**config.mk**
```make
export PLATFORM = sky130hd
export DESIGN_NAME = fifo_lvl
export DESIGN_NICKNAME = d
export VERILOG_FILES = /design/src/rtl/fifo_lvl.sv
export SDC_FILE = /design/constraint.sdc
export NUM_CORES = 1
export LEC_CHECK = 0
export ABC_AREA = 0
export CAP_MARGIN = 0
export CORE_MARGIN = 2
export CORE_UTILIZATION = 50
export DETAILED_ROUTE_END_ITERATION = 6
export PLACE_DENSITY_LB_ADDON = 0.1
export SETUP_SLACK_MARGIN = 0.4
export SYNTH_ARGS = -nofsm -noshare
export SYNTH_HDL_FRONTEND = slang
export SYNTH_SLANG_ARGS = --single-unit
```
**constraint.sdc**
```tcl
create_clock -name clk -period 3.4 [get_ports clk]
set_clock_uncertainty 0.2 [all_clocks]
set_input_delay 0.68 -clock clk [delete_from_list [all_inputs] [get_ports clk]]
set_output_delay 0.68 -clock clk [all_outputs]
set_load 0.01 [all_outputs]
```
**src/rtl/fifo_lvl.sv**
```systemverilog
// Synchronous show-ahead FIFO with fill level, programmable almost-full/almost-empty
// thresholds, sticky overflow/underflow flags and synchronous flush.
module fifo_lvl #(
    parameter int B     = 8,
    parameter int W     = 4,
    parameter int AF_TH = (1 << W) - 1,
    parameter int AE_TH = 1
) (
    input  logic         clk,
    input  logic         reset,
    input  logic         wr,
    input  logic         rd,
    input  logic         flush,
    input  logic         clr_err,
    input  logic [B-1:0] w_data,
    output logic [B-1:0] r_data,
    output logic         full,
    output logic         empty,
    output logic         almost_full,
    output logic         almost_empty,
    output logic [W:0]   count,
    output logic         overflow,
    output logic         underflow
);

    localparam logic [W:0] DEPTH_L = {1'b1, {W{1'b0}}};
    localparam logic [W:0] AF_L    = AF_TH[W:0];
    localparam logic [W:0] AE_L    = AE_TH[W:0];

    logic [B-1:0] mem_q [(1<<W)];
    logic [W-1:0] wr_ptr_q, wr_ptr_d;
    logic [W-1:0] rd_ptr_q, rd_ptr_d;
    logic [W:0]   count_q, count_d;
    logic         ovf_q, ovf_d;
    logic         udf_q, udf_d;
    logic         full_s, empty_s;
    logic         do_wr_s, do_rd_s;
    logic         ovf_ev_s, udf_ev_s;

    assign full_s  = (count_q == DEPTH_L);
    assign empty_s = (count_q == {(W+1){1'b0}});

    // Next-state decode: flush overrides strobes; a pop frees the slot a full write needs.
    always_comb begin
        wr_ptr_d = wr_ptr_q;
        rd_ptr_d = rd_ptr_q;
        count_d  = count_q;
        do_wr_s  = 1'b0;
        do_rd_s  = 1'b0;
        ovf_ev_s = 1'b0;
        udf_ev_s = 1'b0;
        if (flush) begin
            wr_ptr_d = {W{1'b0}};
            rd_ptr_d = {W{1'b0}};
            count_d  = {(W+1){1'b0}};
        end else begin
            do_rd_s  = rd && !empty_s;
            do_wr_s  = wr && (!full_s || do_rd_s);
            ovf_ev_s = wr && full_s && !rd;
            udf_ev_s = rd && empty_s;
            if (do_wr_s) begin
                wr_ptr_d = wr_ptr_q + W'(1);
            end else begin
                wr_ptr_d = wr_ptr_q;
            end
            if (do_rd_s) begin
                rd_ptr_d = rd_ptr_q + W'(1);
            end else begin
                rd_ptr_d = rd_ptr_q;
            end
            case ({do_wr_s, do_rd_s})
                2'b10:   count_d = count_q + (W+1)'(1);
                2'b01:   count_d = count_q - (W+1)'(1);
                default: count_d = count_q;
            endcase
        end
        ovf_d = ovf_ev_s || (ovf_q && !clr_err);
        udf_d = udf_ev_s || (udf_q && !clr_err);
    end

    // Pointer, level and sticky error registers.
    always_ff @(posedge clk or negedge reset) begin
        if (!reset) begin
            wr_ptr_q <= {W{1'b0}};
            rd_ptr_q <= {W{1'b0}};
            count_q  <= {(W+1){1'b0}};
            ovf_q    <= 1'b0;
            udf_q    <= 1'b0;
        end else begin
            wr_ptr_q <= wr_ptr_d;
            rd_ptr_q <= rd_ptr_d;
            count_q  <= count_d;
            ovf_q    <= ovf_d;
            udf_q    <= udf_d;
        end
    end

    // Storage array, deliberately not reset.
    always_ff @(posedge clk) begin
        if (do_wr_s) begin
            mem_q[wr_ptr_q] <= w_data;
        end
    end

    assign r_data       = empty_s ? {B{1'b0}} : mem_q[rd_ptr_q];
    assign full         = full_s;
    assign empty        = empty_s;
    assign almost_full  = (count_q >= AF_L);
    assign almost_empty = (count_q <= AE_L);
    assign count        = count_q;
    assign overflow     = ovf_q;
    assign underflow    = udf_q;

endmodule

```
# --- Word-level counts from Yosys, hierarchy flattened ---
# Memories as Yosys holds them, arrays and structs flattened.
# Index checks and enable logic that the tools add are counted.
word_totals:
  reg_bits: 15
  n_memories: 1
  wordCells: 45
  mem_bits_ro: 0
  latchBits: 0
  ram_bits: 128
memory_table:
  columns: ["name", "words", "word_bits", "rd", "rd_ports_with_merged_regs", "wr", "line", "rtl"]
  rows:
  - ["mem_q", 16, 8, 1, 0, 1, "30", "logic [B-1:0] mem_q [(1<<W)];"]
classes:
  n_mul: 0
  n_mux: 12
  div: 0
  reduce_logical: 18
  shift: 0
  bitwise: 0
  n_lt_le_gt_ge: 2
  eq_ne: 3
  add_sub_neg: 4
op_table:
  columns: ["operator", "count"]
  rows:
  - ["$mux W4", 4]
  - ["$pmux W5 S2", 1]
  - ["$add A4 B1 Y4 const B", 2]
  - ["$mux W8", 1]
  - ["$logic_and A1 B1 Y1", 7]
  - ["$add A5 B1 Y5 const B", 1]
  - ["$eq A5 B5 Y1 const B", 1]
  - ["$ge A5 B4 Y1 const B", 1]
  - ["$le A5 B1 Y1 const B", 1]
  - ["$logic_not A5 Y1", 1]
  - ["$mux W1", 5]
  - ["$mux W5", 1]
  - ["$sub A5 B1 Y5 const B", 1]
  - ["$logic_not A1 Y1", 4]
  - ["$reduce_bool A2 Y1", 2]
  - ["$logic_or A1 B1 Y1", 3]
  - ["$reduce_bool A3 Y1", 1]
  - ["$eq A2 B1 Y1 const B", 1]
  - ["$eq A2 B2 Y1 const B", 1]

# --- Logic depth before layout (Yosys ltp) ---
# Gate-level depths: netlist of run 1.
depth:
  ltp_word: 8
  mapped_depth: 7

# --- Worst setup path after synthesis of run 1 ---
# Ideal clock, no wire load.
synth_timing:
  path_type: "reg2out"
  startpoint: "register rd_ptr_q[1]"
  endpoint: "output port r_data[5]"
  t_arrival_ns: 1.584
  path_slack_ns: 0.936
  t_required_ns: 2.520
  stages_incl_launch_ff: 7
  path_buffers: 2
  path_cell_list: "dfrtp_1 > buf_6 > buf_12 > mux4_1 > mux2_2 > o21ai_1 > a21oi_1"
synth_via:
  elab_chain_len: 2
synth_rtl:
  columns: ["element", "line", "rtl"]
  rows:
  - ["from (decl)", "32", "logic [W-1:0] rd_ptr_q, rd_ptr_d;"]
  - ["from (signal assigned)", "85", "rd_ptr_q <= {W{1'b0}};"]
  - ["from (signal assigned)", "91", "rd_ptr_q <= rd_ptr_d;"]
  - ["$mem_v2 Z16 W8", null, null]
  - ["$mux W8", "105", "assign r_data = empty_s ? {B{1'b0}} : mem_q[rd_ptr_q];"]
  - ["to (decl)", "16", "output logic [B-1:0] r_data,"]
# No other way between the ends.

# --- Final worst setup path of run 1 ---
layout_timing:
  startpoint: "register rd_ptr_q[1]"
  endpoint: "output port r_data[3]"
# Same word-level chain as after synthesis.

==> results of run 1 <==
[cell type report]
cell class,count,area (um^2)
fill,870,4487
sequential,143,4220
multi-input combinational,163,1703
timing repair buffer,73,709.4
clock buffer,17,425.4
tap,147,183.9
clock inverter,15,145.1
inverter,10,37.54
[Yosys cell counts, types with 2 or more instances]
cell type,instances,area [um^2]
buf_4,4,30.03
clkbuf_1,4,15.01
o21ai_0,5,25.02
edfxtp_1,128,3844
nor3_1,3,15.01
mux4_1,8,210.2
a21oi_1,9,45.04
buf_6,4,45.04
mux2i_1,10,100.1
inv_1,9,33.78
o21ai_1,3,15.01
ha_1,10,125.1
a31oi_1,2,12.51
o32ai_1,2,17.52
and3_1,3,18.77
nand2_1,7,26.28
clkbuf_8,2,27.53
dfrtp_1,15,375.4
nand3_1,5,25.02
xor2_1,5,43.79
o21a_1,2,15.01
nand2b_1,4,25.02
nor2_1,33,123.9
mux4_2,24,540.5
mux2_2,10,112.6
buf_2,2,10.01
[power groups by stage]
stage / Clock [mW] / Combinational, mW / Sequential [mW]
2_1_floorplan: 0 / 0.737 / 2.06
3_3_place_gp: 0 / 1.25 / 2.04
3_5_place_dp: 0 / 1.27 / 2.05
4_1_cts: 1.80 / 1.46 / 2.02
5_1_grt: 1.87 / 1.56 / 2.02
6_report: 1.77 / 1.44 / 2.01
[tightest hold or removal path, delay by kind of cell (launching register included)]
family | cells | cell delay (ps)
flops | 1 | 380
compound gates | 1 | 70
buf+inv | 1 | 50
[through the flow]
stage / total power, mW / utilization / area [um^2]
after floorplan: 2.798 / - / 6076
after global placement: 3.294 / 0.5615 / 6688
after detailed placement: 3.311 / 0.5615 / 6688
after CTS: 5.273 / 0.6240 / 7432
after global routing: 5.454 / 0.6233 / 7425
final: 5.231 / 0.6233 / 7425
[sequential cells by signal, summed over array words and instances (netlist names)]
register / flops
count: 5
rd_ptr_q: 4
wr_ptr_q: 4
mem_q: 128
overflow: 1
underflow: 1
[worst max-delay path by stage]
stage	end	slack [ps]
6_report	r_data[3]	260
5_1_grt	r_data[7]	200
4_1_cts	r_data[3]	230
3_5_place_dp	r_data[1]	230
3_3_place_gp	r_data[1]	280
2_1_floorplan	r_data[5]	940
[routing by layer]
metal  global-route usage  part of all wire
met3              0.05029             0.045
met2               0.3218              0.49
met5                    0                 0
met4              0.06585             0.014
met1               0.2815              0.45
[cells by family after synthesis]
group | count (synthesis) | synth area share
multiplexers | 52 | 0.1586
AND/OR/NAND/NOR | 64 | 0.05087
flip-flops | 143 | 0.6944
buffers and inverters | 28 | 0.03295
AO/OA/AOI/OAI | 31 | 0.03398
adder cells (fa/ha/maj) | 10 | 0.02059
XOR/XNOR | 6 | 0.008649
[timing repair]
item	in CTS	in global routing
setup buffers	8	0
setup endpoints to repair	10	9
cloned	2	0
gates resized for setup	72	3
hold endpoints to repair	0	0
pin swaps	4	4
==> key figures, run 1 <==
Status
  • Status: completed

Critical path
  • CP Capture Type: output pin
  • CP peak stage delay: 500 ps
  • Buf+Inv Stages, Crit Path: 3
  • Worst-path fanout max: 6
  • R2R depth: 8
  • Slowest cell on the critical path: mux4_2
  • Flop-to-flop setup slack: ~1000 ps
  • Critical path type: flip-flop to output pin
  • Critical path required time: 2520 ps
  • Crit-path leading delay family: multiplexers
  • Crit path launch: rd_ptr_q[1]$_DFFE_PN0P_
  • Reg2reg start: count[1]$_DFFE_PN0P_
  • Cell Chain, Critical Path: buf_12, buf_6, mux4_2, mux2_4, o21ai_2, a21oi_2, buf_2
  • RR Endpoint: count[2]$_DFFE_PN0P_
  • Critical Path Start Type: flip-flop
  • CP Depth: 7
  • Worst Path Arrival: 2260 ps

Clocking
  • Root Driver: clkbuf_16
  • Hold_buf cts: 0
  • Number of buffers created by CTS: 17
  • Clock slew at reported path FFs: about 60 ps
  • CTS tree: built
  • H-Tree Depth: 4
  • Worst skew pair latency: 420 ps
  • Clock Path Buffers: 2
  • Clock Sink Count: approximately 140

Yosys
  • FFs w/ async S/R, synth: 0.1049
  • Top_reg_cell synth: edfxtp_1
  • Register area share after synthesis: 0.6944
  • Unique cell type count in the Yosys netlist: 47
  • Post-synth EDFFs: 128
  • Synth warn: 0
  • Syn_area_per_cell: between 15 and 20 um^2
  • Post-Syn Nets: roughly 360
  • Synthesized area: 6076 um^2
  • Post-Syn Instances: around 330
  • Flops & latches, synth: 143

STA
  • Final period util: 0.9239
  • Worst setup margin: between 200 and 300 ps
  • RSZ-0062 raised after global routing: yes
  • Fin. Hold Viols: 0
  • Pins Over Slew Limit: 0
  • Setup TNS: 0 ps
  • Least-Margin Pin Slew: between 700 and 800 ps
  • Worst Hold Slack: between 300 and 400 ps
  • Final Critical Period: ~3100 ps
  • Relative slew slack: 0.5200
  • Setup Viol. Count Final: 0
  • Achievable frequency: around 320 MHz

Power and ir drop
  • Sw frac: 0.2766
  • Sw Pwr: 1.447 mW
  • Lkg Pwr: between 2 and 3 nW
  • Clock power frac: 0.339
  • Pint: 3.784 mW
  • Logic pwr share: 0.276
  • Cell Pwr Density: 704.5 nW/um^2
  • Seq pwr share: 0.385
  • Max rail drop VDD: a little under 0.4 mV

Worst hold path
  • Hold Crit Depth: 2
  • Hold Path End: overflow$_DFF_PN0_
  • HP Start: overflow$_DFF_PN0_
  • Worst min path class: flip-flop to flip-flop

Die
  • DIE HEIGHT: roughly 110 um
  • Die Span X: between 100 and 150 um
  • Std-Cell Rows: 40
  • IO Pins: 33
  • Initial cell density of the core: 0.5101
  • Core footprint: 11910 um^2
  • Die footprint: ~13000 um^2

Global routing
  • Total gr overflow: 0
  • Overall global routing resource usage: 0.2033
  • Vias in the first global route: about 3300
  • Largest net degree at the start of global routing: 28
  • First-pass GRT wire length: 18.87 mm
  • Initial antenna violation count: 0

Route
  • Drt wl/cell: about 21 um
  • Antenna-violating nets left: 0
  • Iteration-0 DRC count of the detailed router: 200
  • Detailed Routing Iterations Pass 1: 4
  • Drt drc: 0
  • DR vias: around 3200
  • Total wire length: ~12 mm
  • Via density: ~5.7

Placement
  • Placer congestion estimate: about 0.85
  • Input/output buffers: 32
  • DP HPWL: approximately 7.6 mm
  • Dpl ws: 231.4 ps
  • Placed Instances: approximately 530

Flow run
  • Max-Cap Viols: 0

Cells and area
  • Area grow syn2layout: 22.20%
  • Commonest non-fill, non-tap cells in the layout: edfxtp_1 (128), nor2_1 (33), mux4_2 (31), buf_4 (31), clkdlybuf4s50_1 (22)
  • Antenna Diode Count: 0
  • Layout cells sized above 1: 0.3349
  • Most common cell after layout, fill and taps aside: edfxtp_1
  • Fin cells: 568
  • Final nets: about 430
Note: power is estimated with default switching activity, not from simulation.
==> inputs of run 2 (changes only) <==
- CTS_CLUSTER_DIAMETER: unset -> 30
==> results of run 2 <==
No change in the layout: final DEF, timing and power equal those of run 1.
